--- src/rtl/lut_pkg.sv ---
// Shared definitions for the fracturable two-LUT cell write sequencer and its
// readback helpers: FSM state type, command/LUT encodings and width helpers.
package lut_pkg;

    typedef enum logic [2:0] {
        ST_IDLE  = 3'd0,
        ST_CFG   = 3'd1,
        ST_WRITE = 3'd2,
        ST_DONE  = 3'd3,
        ST_ERR   = 3'd4
    } seq_state_t;

    localparam logic CMD_CFG    = 1'b0;
    localparam logic CMD_WRITE  = 1'b1;
    localparam logic LUT_FIRST  = 1'b1;
    localparam logic LUT_SECOND = 1'b0;

    // Config word holds both LUT halves plus the split (fracture) bit on top.
    function automatic int cfg_w(input int inputs);
        return 2 * (1 << inputs) + 1;
    endfunction

endpackage

--- src/rtl/lut_sxx_addr_map.sv ---
// Maps a LUT entry index and half select onto the cell's shared address bus.
// Second-half entries skip address bit INPUTS-1 because the cell steers it elsewhere.
module lut_sxx_addr_map
    import lut_pkg::*;
#(
    parameter int INPUTS = 4
) (
    input  logic [INPUTS-1:0]   cnt,
    input  logic                lut_sel,
    output logic [2*INPUTS-1:0] addr
);

    always_comb begin
        addr = '0;
        if (lut_sel == LUT_FIRST) begin
            addr[2*INPUTS-1:INPUTS] = cnt;
        end else begin
            addr[INPUTS]       = cnt[INPUTS-1];
            addr[INPUTS-2:0]   = cnt[INPUTS-2:0];
        end
    end

endmodule

--- src/rtl/lut_sxx_write_sequencer.sv ---
// Sequences config and per-entry user writes into one fracturable two-LUT cell,
// owning the cell address bus while busy and forwarding user_addr while idle.
module lut_sxx_write_sequencer
    import lut_pkg::*;
#(
    parameter  int INPUTS   = 4,
    localparam int MEM_SIZE = 1 << INPUTS,
    localparam int CFG_W    = 2 * MEM_SIZE + 1
) (
    input  logic                clk,
    input  logic                rst,
    input  logic                cmd_valid,
    output logic                cmd_ready,
    input  logic                cmd_type,
    input  logic                cmd_lut,
    input  logic [CFG_W-1:0]    cmd_data,
    input  logic [2*INPUTS-1:0] user_addr,
    output logic [2*INPUTS-1:0] lut_addr,
    output logic                lut_cen,
    output logic [CFG_W-1:0]    lut_config,
    output logic                lut_data_in,
    output logic                lut_write_en,
    output logic                lut_write_sel,
    output logic                busy,
    output logic                done,
    output logic                err,
    output logic                split_q
);

    localparam logic [INPUTS-1:0] CNT_LAST = INPUTS'(MEM_SIZE - 1);

    seq_state_t          state_q, state_d;
    logic [INPUTS-1:0]   cnt_q, cnt_d;
    logic [CFG_W-1:0]    data_q, data_d;
    logic                lut_q, lut_d;
    logic                split_d;
    logic                ready_q, ready_d;
    logic                busy_q, busy_d;
    logic                cen_q, cen_d;
    logic [CFG_W-1:0]    config_q, config_d;
    logic                din_q, din_d;
    logic                we_q, we_d;
    logic                sel_q, sel_d;
    logic                done_q, done_d;
    logic                err_q, err_d;
    logic [2*INPUTS-1:0] addr_q, addr_d;
    logic [2*INPUTS-1:0] map_addr;
    logic [MEM_SIZE-1:0] entries;
    logic                accept;

    assign accept  = cmd_valid && (state_q == ST_IDLE);
    assign entries = data_d[MEM_SIZE-1:0];

    lut_sxx_addr_map #(
        .INPUTS (INPUTS)
    ) u_addr_map (
        .cnt     (cnt_d),
        .lut_sel (lut_d),
        .addr    (map_addr)
    );

    // An unsplit cell drives the second half's top address from out[1], so it cannot be written.
    always_comb begin
        state_d = state_q;
        cnt_d   = cnt_q;
        data_d  = data_q;
        lut_d   = lut_q;
        split_d = split_q;
        case (state_q)
            ST_IDLE: begin
                if (accept) begin
                    data_d = cmd_data;
                    lut_d  = cmd_lut;
                    cnt_d  = '0;
                    if (cmd_type == CMD_CFG) begin
                        state_d = ST_CFG;
                    end else if ((cmd_lut == LUT_SECOND) && !split_q) begin
                        state_d = ST_ERR;
                    end else begin
                        state_d = ST_WRITE;
                    end
                end
            end
            ST_CFG: begin
                split_d = data_q[CFG_W-1];
                state_d = ST_DONE;
            end
            ST_WRITE: begin
                if (cnt_q == CNT_LAST) begin
                    cnt_d   = '0;
                    state_d = ST_DONE;
                end else begin
                    cnt_d = cnt_q + INPUTS'(1);
                end
            end
            ST_DONE, ST_ERR: begin
                state_d = ST_IDLE;
            end
            default: begin
                state_d = ST_IDLE;
            end
        endcase
    end

    // Outputs are decoded from the next state so they are registered alongside it.
    always_comb begin
        ready_d  = (state_d == ST_IDLE);
        busy_d   = (state_d != ST_IDLE);
        cen_d    = (state_d == ST_CFG);
        config_d = cen_d ? data_d : '0;
        we_d     = (state_d == ST_WRITE);
        sel_d    = we_d ? lut_d : 1'b0;
        din_d    = we_d ? entries[cnt_d] : 1'b0;
        addr_d   = we_d ? map_addr : '0;
        done_d   = (state_d == ST_DONE);
        err_d    = (state_d == ST_ERR);
    end

    always_ff @(posedge clk or posedge rst) begin
        if (rst) begin
            state_q  <= ST_IDLE;
            cnt_q    <= '0;
            data_q   <= '0;
            lut_q    <= 1'b0;
            split_q  <= 1'b0;
            ready_q  <= 1'b1;
            busy_q   <= 1'b0;
            cen_q    <= 1'b0;
            config_q <= '0;
            din_q    <= 1'b0;
            we_q     <= 1'b0;
            sel_q    <= 1'b0;
            done_q   <= 1'b0;
            err_q    <= 1'b0;
            addr_q   <= '0;
        end else begin
            state_q  <= state_d;
            cnt_q    <= cnt_d;
            data_q   <= data_d;
            lut_q    <= lut_d;
            split_q  <= split_d;
            ready_q  <= ready_d;
            busy_q   <= busy_d;
            cen_q    <= cen_d;
            config_q <= config_d;
            din_q    <= din_d;
            we_q     <= we_d;
            sel_q    <= sel_d;
            done_q   <= done_d;
            err_q    <= err_d;
            addr_q   <= addr_d;
        end
    end

    assign cmd_ready     = ready_q;
    assign busy          = busy_q;
    assign lut_cen       = cen_q;
    assign lut_config    = config_q;
    assign lut_data_in   = din_q;
    assign lut_write_en  = we_q;
    assign lut_write_sel = sel_q;
    assign done          = done_q;
    assign err           = err_q;
    assign lut_addr      = (state_q == ST_IDLE) ? user_addr : addr_q;

endmodule
--- config.mk ---
export PLATFORM = sky130hd
export DESIGN_NAME = lut_sxx_write_sequencer
export DESIGN_NICKNAME = d
export VERILOG_FILES = /design/src/rtl/lut_pkg.sv /design/src/rtl/lut_sxx_addr_map.sv /design/src/rtl/lut_sxx_write_sequencer.sv
export SDC_FILE = /design/constraint.sdc
export NUM_CORES = 1
export LEC_CHECK = 0
export ABC_AREA = 0
export ABC_CLOCK_PERIOD_IN_PS = 5900
export CORE_ASPECT_RATIO = 0.75
export CORE_MARGIN = 10
export CORE_UTILIZATION = 25
export CTS_BUF_LIST = sky130_fd_sc_hd__clkbuf_4
export DETAILED_ROUTE_END_ITERATION = 10
export GPL_TIMING_DRIVEN = 0
export SYNTH_ARGS = -nofsm -noshare
export SYNTH_HDL_FRONTEND = slang
export SYNTH_SLANG_ARGS = --single-unit
--- constraint.sdc ---
create_clock -name clk -period 5.9 [get_ports clk]
set_input_delay 1.77 -clock clk [delete_from_list [all_inputs] [get_ports clk]]
set_output_delay 1.77 -clock clk [all_outputs]
set_load 0.05 [all_outputs]
=== Yosys cells after proc, flatten, opt, wreduce, memory -nomap -nowiden ===
Cells that the tools add are included.
Widths: inputs -> output; s select.

* Register bits: 91
* Input bits: 46
* Output and inout port bits: 50
* Logic and storage cells: 53

* Add/subtract/negate cells: 1
* Magnitude comparators: 1
* Equal/unequal tests: 7
* Multiplexer cells: 22
* Bitwise logic cells: 1
* Reduce and logical (&&, ||, !) cells: 6

{| class="wikitable"
|+ Operator list
! cell !! number
|-
| $mux 33 || 3
|-
| $mux 3 || 6
|-
| $mux 8 || 2
|-
| $eq 3x2->1 const B || 3
|-
| $pmux 3 s3 || 1
|-
| $mux 4 || 2
|-
| $pmux 4 s2 || 1
|-
| $eq 3x1->1 const B || 2
|-
| $logic_not 3->1 || 2
|-
| $mux 1 || 6
|-
| $lt 4x5->1 const B || 1
|-
| $add 4x1->4 const B || 1
|-
| $bmux 1 s4 || 1
|-
| $eq 4x4->1 const B || 1
|-
| $eq 3x3->1 const B || 1
|-
| $reduce_bool 3->1 || 1
|-
| $logic_and 1x1->1 || 2
|-
| $logic_not 1->1 || 1
|-
| $not 1->1 || 1
|}

=== Longest topological paths before layout ===
Gate-level depths: netlist of the first run.

* Depth in word-level cells: 8
* Mapped depth: 8
* Gate-level depth less buffers: 8

=== Modules after synthesis ===
A second synthesis of the first run with hierarchy kept.

* Cells, all modules: 234
* Area total of the unflattened synthesis: 3020.4 µm²

{| class="wikitable"
|+ By module, submodules not included
! module !! times used !! cells each !! area an instance (µm²)
|-
| lut_sxx_write_sequencer || 1 || 225 || 2945.3
|-
| lut_sxx_addr_map || 1 || 9 || 75.1
|}

=== Least setup slack after synthesis of the first run ===
No wires, ideal clock.

* Kind: input to output
* From: in user_addr[3]
* To: out lut_addr[3]
* Arrival time: 2.177 ns
* Data required time: 4.130 ns
* Path slack: 1.953 ns
* Stages: 1
* Path buffers: 0
* Cell sequence: and2_1

* Cells in the longest elaborated chain, start to end: 1

{| class="wikitable"
|+ RTL lines
! item !! line !! source
|-
| start: declaration || lut_sxx_write_sequencer.sv:17 || <nowiki>input logic [2*INPUTS-1:0] user_addr,</nowiki>
|-
| $mux 8 || lut_sxx_write_sequencer.sv:164 || <nowiki>assign lut_addr = (state_q == ST_IDLE) ? user_addr : addr_q;</nowiki>
|-
| end: declaration || lut_sxx_write_sequencer.sv:18 || <nowiki>output logic [2*INPUTS-1:0] lut_addr,</nowiki>
|}

Every way passes these cells.

=== Worst setup path after layout of the first run ===
* From: in user_addr[1]
* To: out lut_addr[1]

Same word-level chain as after synthesis.

==> impl_table.tex, run 1 <==
\begin{tabular}{lr}
\hline
Metric & Value \\
\hline
\multicolumn{2}{l}{\textbf{Drt}} \\
Overall routed net length & 9.20 mm \\
Antenna Nets Post-Route & 0 \\
DR vias & 2,363 \\
Detailed router's first-iteration violation count & 124 \\
Wire length per cell & 16.9 µm \\
Vias per std cell & 4.34 \\
Length of the first detailed-routing pass in iterations & 4 \\
DRC Markers & 0 \\
\multicolumn{2}{l}{\textbf{Finish}} \\
Synth-to-Final Area Change & 39.1\% \\
Net count reported at finish & 413 \\
Count of inserted antenna diode cells & 0 \\
Register area & 2250 µm² \\
Finished Cell Area & 4880 µm² \\
Multi-input gate area in the final layout & 1140 µm² \\
Ratio of cells with drive above 1 in the final layout & 0.181 \\
Core Util, Final & 0.355 \\
Filler cells & 1,353 \\
\multicolumn{2}{l}{\textbf{Power}} \\
Worst IR Drop VDD & 0.211 mV \\
Internal power consumption & 1.51 mW \\
Switching part of the total & 0.402 \\
Power share of the combinational group & 0.482 \\
P per Cell Area & 517 nW/µm² \\
Total net switching power & 1.01 mW \\
Sequential group share of total power & 0.353 \\
Lkg Pwr & 2.17 nW \\
Relative contribution of the clock network to total power & 0.164 \\
\multicolumn{2}{l}{\textbf{Timing}} \\
Fmax & 0.202 GHz \\
Unrepaired setup endpoints after global routing & false \\
Number of max-slew violations in the final report & 0 \\
Final critical path time including I/O delays and setup & 4.96 ns \\
Final hold slack & 0.503 ns \\
Accumulated negative setup slack & 0 ns \\
Final setup violation count & 0 \\
Transition at the pin with the smallest max-transition slack & 0.961 ns \\
Count of endpoints failing hold in the final timing report & 0 \\
Final period utilization & 0.841 \\
Relative slew margins & 0.355 \\
Largest clock skew in the final design & 0.00708 ns \\
\multicolumn{2}{l}{\textbf{Place}} \\
Cell area after placement & 4710 µm² \\
Number of buffers inserted by port buffering & 95 \\
Routability-driven placement congestion ratio & 0.811 \\
DP Wirelength & 6.96 mm \\
\multicolumn{2}{l}{\textbf{Clock tree}} \\
Clock Tree Buf Depth & 2 \\
Clock tree from TritonCTS & done \\
Post CTS Setup Buffer Count & 0 \\
Clock Tree Root & clkbuf\_4 \\
Post-cts gate resize count & 0 \\
\# hold bufs at CTS & 0 \\
H-tree lvl count & 3 \\
Clock transition at the register clock pins on the worst setup and hold paths after CTS & 0.13 ns \\
Clock Latency Late Sink & 0.43 ns \\
Cts bufs inserted & 9 \\
Clock sink count & 90 \\
\multicolumn{2}{l}{\textbf{Synthesis}} \\
Cell Area, Synth & 3510 µm² \\
Fraction of registers with async set or reset after synthesis & 1.00 \\
Leading register cell type out of synthesis & dfrtp\_1 \\
Warning count from the yosys run & 0 \\
Sequential element share of the synthesized area & 0.642 \\
Post-synth EDFFs & 0 \\
Count of cell types in the netlist & 38 \\
Net count of the mapped netlist & 306 \\
Post-synthesis cell count & 259 \\
Number of flip-flops and latches in the synthesized netlist & 90 \\
Synthesized area per cell & 13.6 µm² \\
\multicolumn{2}{l}{\textbf{Global route}} \\
GR Overflow Total & 0 \\
Tot GR Track Use & 0.0986 \\
Highest-utilization routing layer at the global route stage & met2 \\
Number of global-route vias before repair & 2,570 \\
Antenna violations before repair & 0 \\
Global-route met2 utilization & 0.148 \\
Global routing usage on met1 & 0.127 \\
Pin count of the biggest net entering global routing & 55 \\
Met3 Resource Use GR & 0.0447 \\
Wire length of the first global-routing pass & 14.6 mm \\
\multicolumn{2}{l}{\textbf{Critical path}} \\
Crit. End Element & primary output \\
CP max FO & 1 \\
Arrival time reported for the critical path endpoint & 3.19 ns \\
Element type at the critical path start & primary input \\
Length in cells of the worst reg-to-reg path & 8 \\
Most common cell type on the critical path & clkdlybuf4s50\_1 \\
Max incr delay on CP & 0.81 ns \\
WP data required & 4.13 ns \\
Chain of cells forming the critical path & clkdlybuf4s50\_1 -> mux2\_2 -> clkdlybuf4s50\_1 \\
Path type of the worst setup path & in2out \\
Cell with the largest stage delay on the worst path & clkdlybuf4s50\_1 \\
\multicolumn{2}{l}{\textbf{Floorplanning}} \\
Cell row count & 37 \\
Width of the die & 157 µm \\
Total I/O pin count & 96 \\
Die Y-Extent & 123 µm \\
Core outline area & 13,700 µm² \\
Floorplan die area & 19,200 µm² \\
Initial core utilization & 0.255 \\
\multicolumn{2}{l}{\textbf{Status}} \\
Status & completed \\
\multicolumn{2}{l}{\textbf{Min path}} \\
Class of the most critical hold timing path & reg2reg \\
Count of cells along the worst hold path & 1 \\
\multicolumn{2}{l}{\textbf{Job}} \\
Max\_cap viols & 0 \\
\hline
\end{tabular}
==> cell families after synthesis <==
kind of cell    Yosys count  synth area share
buf+inv                  22            0.0324
fa+ha+maj                 1           0.00356
flops                    90             0.642
mux                      43             0.141
simple gates             77             0.133
xor+xnor                  1           0.00250
compound gates           25            0.0463
==> per-stage QoR <==
stage	power, mW	instances	setup WS [ns]
CTS	2.58	545	0.914
global placement	2.12	529	0.411
floorplan	1.75	259	1.80
global route	2.70	545	0.886
detailed placement	2.14	530	0.919
finish	2.52	545	0.939
==> sequential cells by signal (all words and copies together) (netlist names) <==
signal and count:
addr_q 7, busy 1, cmd_ready 1, cnt_q 4, data_q 33, done 1, err 1, lut_cen 1
lut_config 33, lut_data_in 1, lut_q 1, lut_write_en 1, lut_write_sel 1, split_q 1, state_q 3
==> layout make-up <==
class,count,area share
plain buffers,10,0.0141
clock inverters,6,0.0218
repair buffers,96,0.200
inverters,12,0.00973
well taps,175,0.0448
clock buffers,9,0.0138
flip-flops and latches,90,0.461
multi-input cells,147,0.234
==> Yosys cell counts (2+ instances only) <==
| cell type | instances | area share |
|---|---|---|
| o21ai_0 | 2 | 0.0029 |
| nand3_1 | 3 | 0.0043 |
| a2111oi_0 | 2 | 0.0050 |
| nor4_1 | 7 | 0.012 |
| clkbuf_1 | 5 | 0.0053 |
| inv_1 | 12 | 0.013 |
| nor2_1 | 11 | 0.012 |
| nor3_1 | 14 | 0.020 |
| nand2_1 | 2 | 0.0021 |
| o41ai_1 | 2 | 0.0050 |
| mux2i_1 | 4 | 0.011 |
| dfrtp_1 | 89 | 0.63 |
| a21oi_1 | 10 | 0.014 |
| a211oi_1 | 2 | 0.0043 |
| mux2_4 | 4 | 0.017 |
| and2_1 | 31 | 0.055 |
| mux2_2 | 35 | 0.11 |
| buf_6 | 4 | 0.013 |
==> routing by layer <==
metal	wire length, µm	part of all wire	up-vias
met5	0	0	-
met4	93	0.010	0
met3	870	0.095	10
met2	3990	0.43	70
met1	4250	0.46	1173
li1	-	-	1110
==> critical path: cells and delay by family <==
| family | cells | cell delay (ns) |
|---|---|---|
| buf+inv | 2 | 1.27 |
| mux | 1 | 0.14 |
==> cells in the final DEF, fill, tap and decap left out, types with 5 or more instances in the layout <==
cell type,instances
inv_1,11
nor3_1,14
nor4_1,7
mux2_2,35
clkbuf_1,5
dfrtp_1,89
and2_1,31
a21oi_1,10
clkdlybuf4s50_1,95
clkbuf_4,9
nor2_1,11
==> final timing paths <==
check | startpoint | to | slack (ns)
setup / recovery | user_addr[1] | lut_addr[1] | 0.94
hold / removal | data_q[25] | data_q[25] | 0.50
setup reg to reg | cnt_q[0] | lut_data_in | 2.96
hold reg to reg | data_q[25] | data_q[25] | 0.50
max in group asynchronous | rst | cnt_q[1] | 3.56
min in group asynchronous | rst | lut_config[25] | 1.70
==> power by group through the flow <==
stage / Clock [mW] / Combinational, mW / Sequential, mW
6_report: 0.415 / 1.22 / 0.892
3_5_place_dp: 0 / 1.23 / 0.908
5_1_grt: 0.464 / 1.33 / 0.915
2_1_floorplan: 0 / 0.671 / 1.08
3_3_place_gp: 0 / 1.22 / 0.903
4_1_cts: 0.440 / 1.24 / 0.895
Power figures use the tool's default switching activity.
==> run 2: changes to the inputs <==
--- a/config.mk
+++ b/config.mk
@@ -6,7 +6,7 @@
 export NUM_CORES = 1
 export LEC_CHECK = 0
 export ABC_AREA = 0
-export ABC_CLOCK_PERIOD_IN_PS = 5900
+export ABC_CLOCK_PERIOD_IN_PS = 5200
 export CORE_ASPECT_RATIO = 0.75
 export CORE_MARGIN = 10
 export CORE_UTILIZATION = 25
==> constraint.sdc (replaced) <==
create_clock -name clk -period 5.2 [get_ports clk]
set_input_delay 1.56 -clock clk [delete_from_list [all_inputs] [get_ports clk]]
set_output_delay 1.56 -clock clk [all_outputs]
set_load 0.05 [all_outputs]
==> results of run 2 <==
Same layout as run 1 (identical final DEF). Status: completed.
Main changes from that run: setup slack after placement 0.919 ns -> 0.639 ns; setup slack after layout 0.939 ns -> 0.659 ns; register-to-register setup slack 2.96 ns -> 2.26 ns; total power 2.52 mW -> 2.86 mW; worst IR drop on VDD 0.211 mV -> 0.239 mV
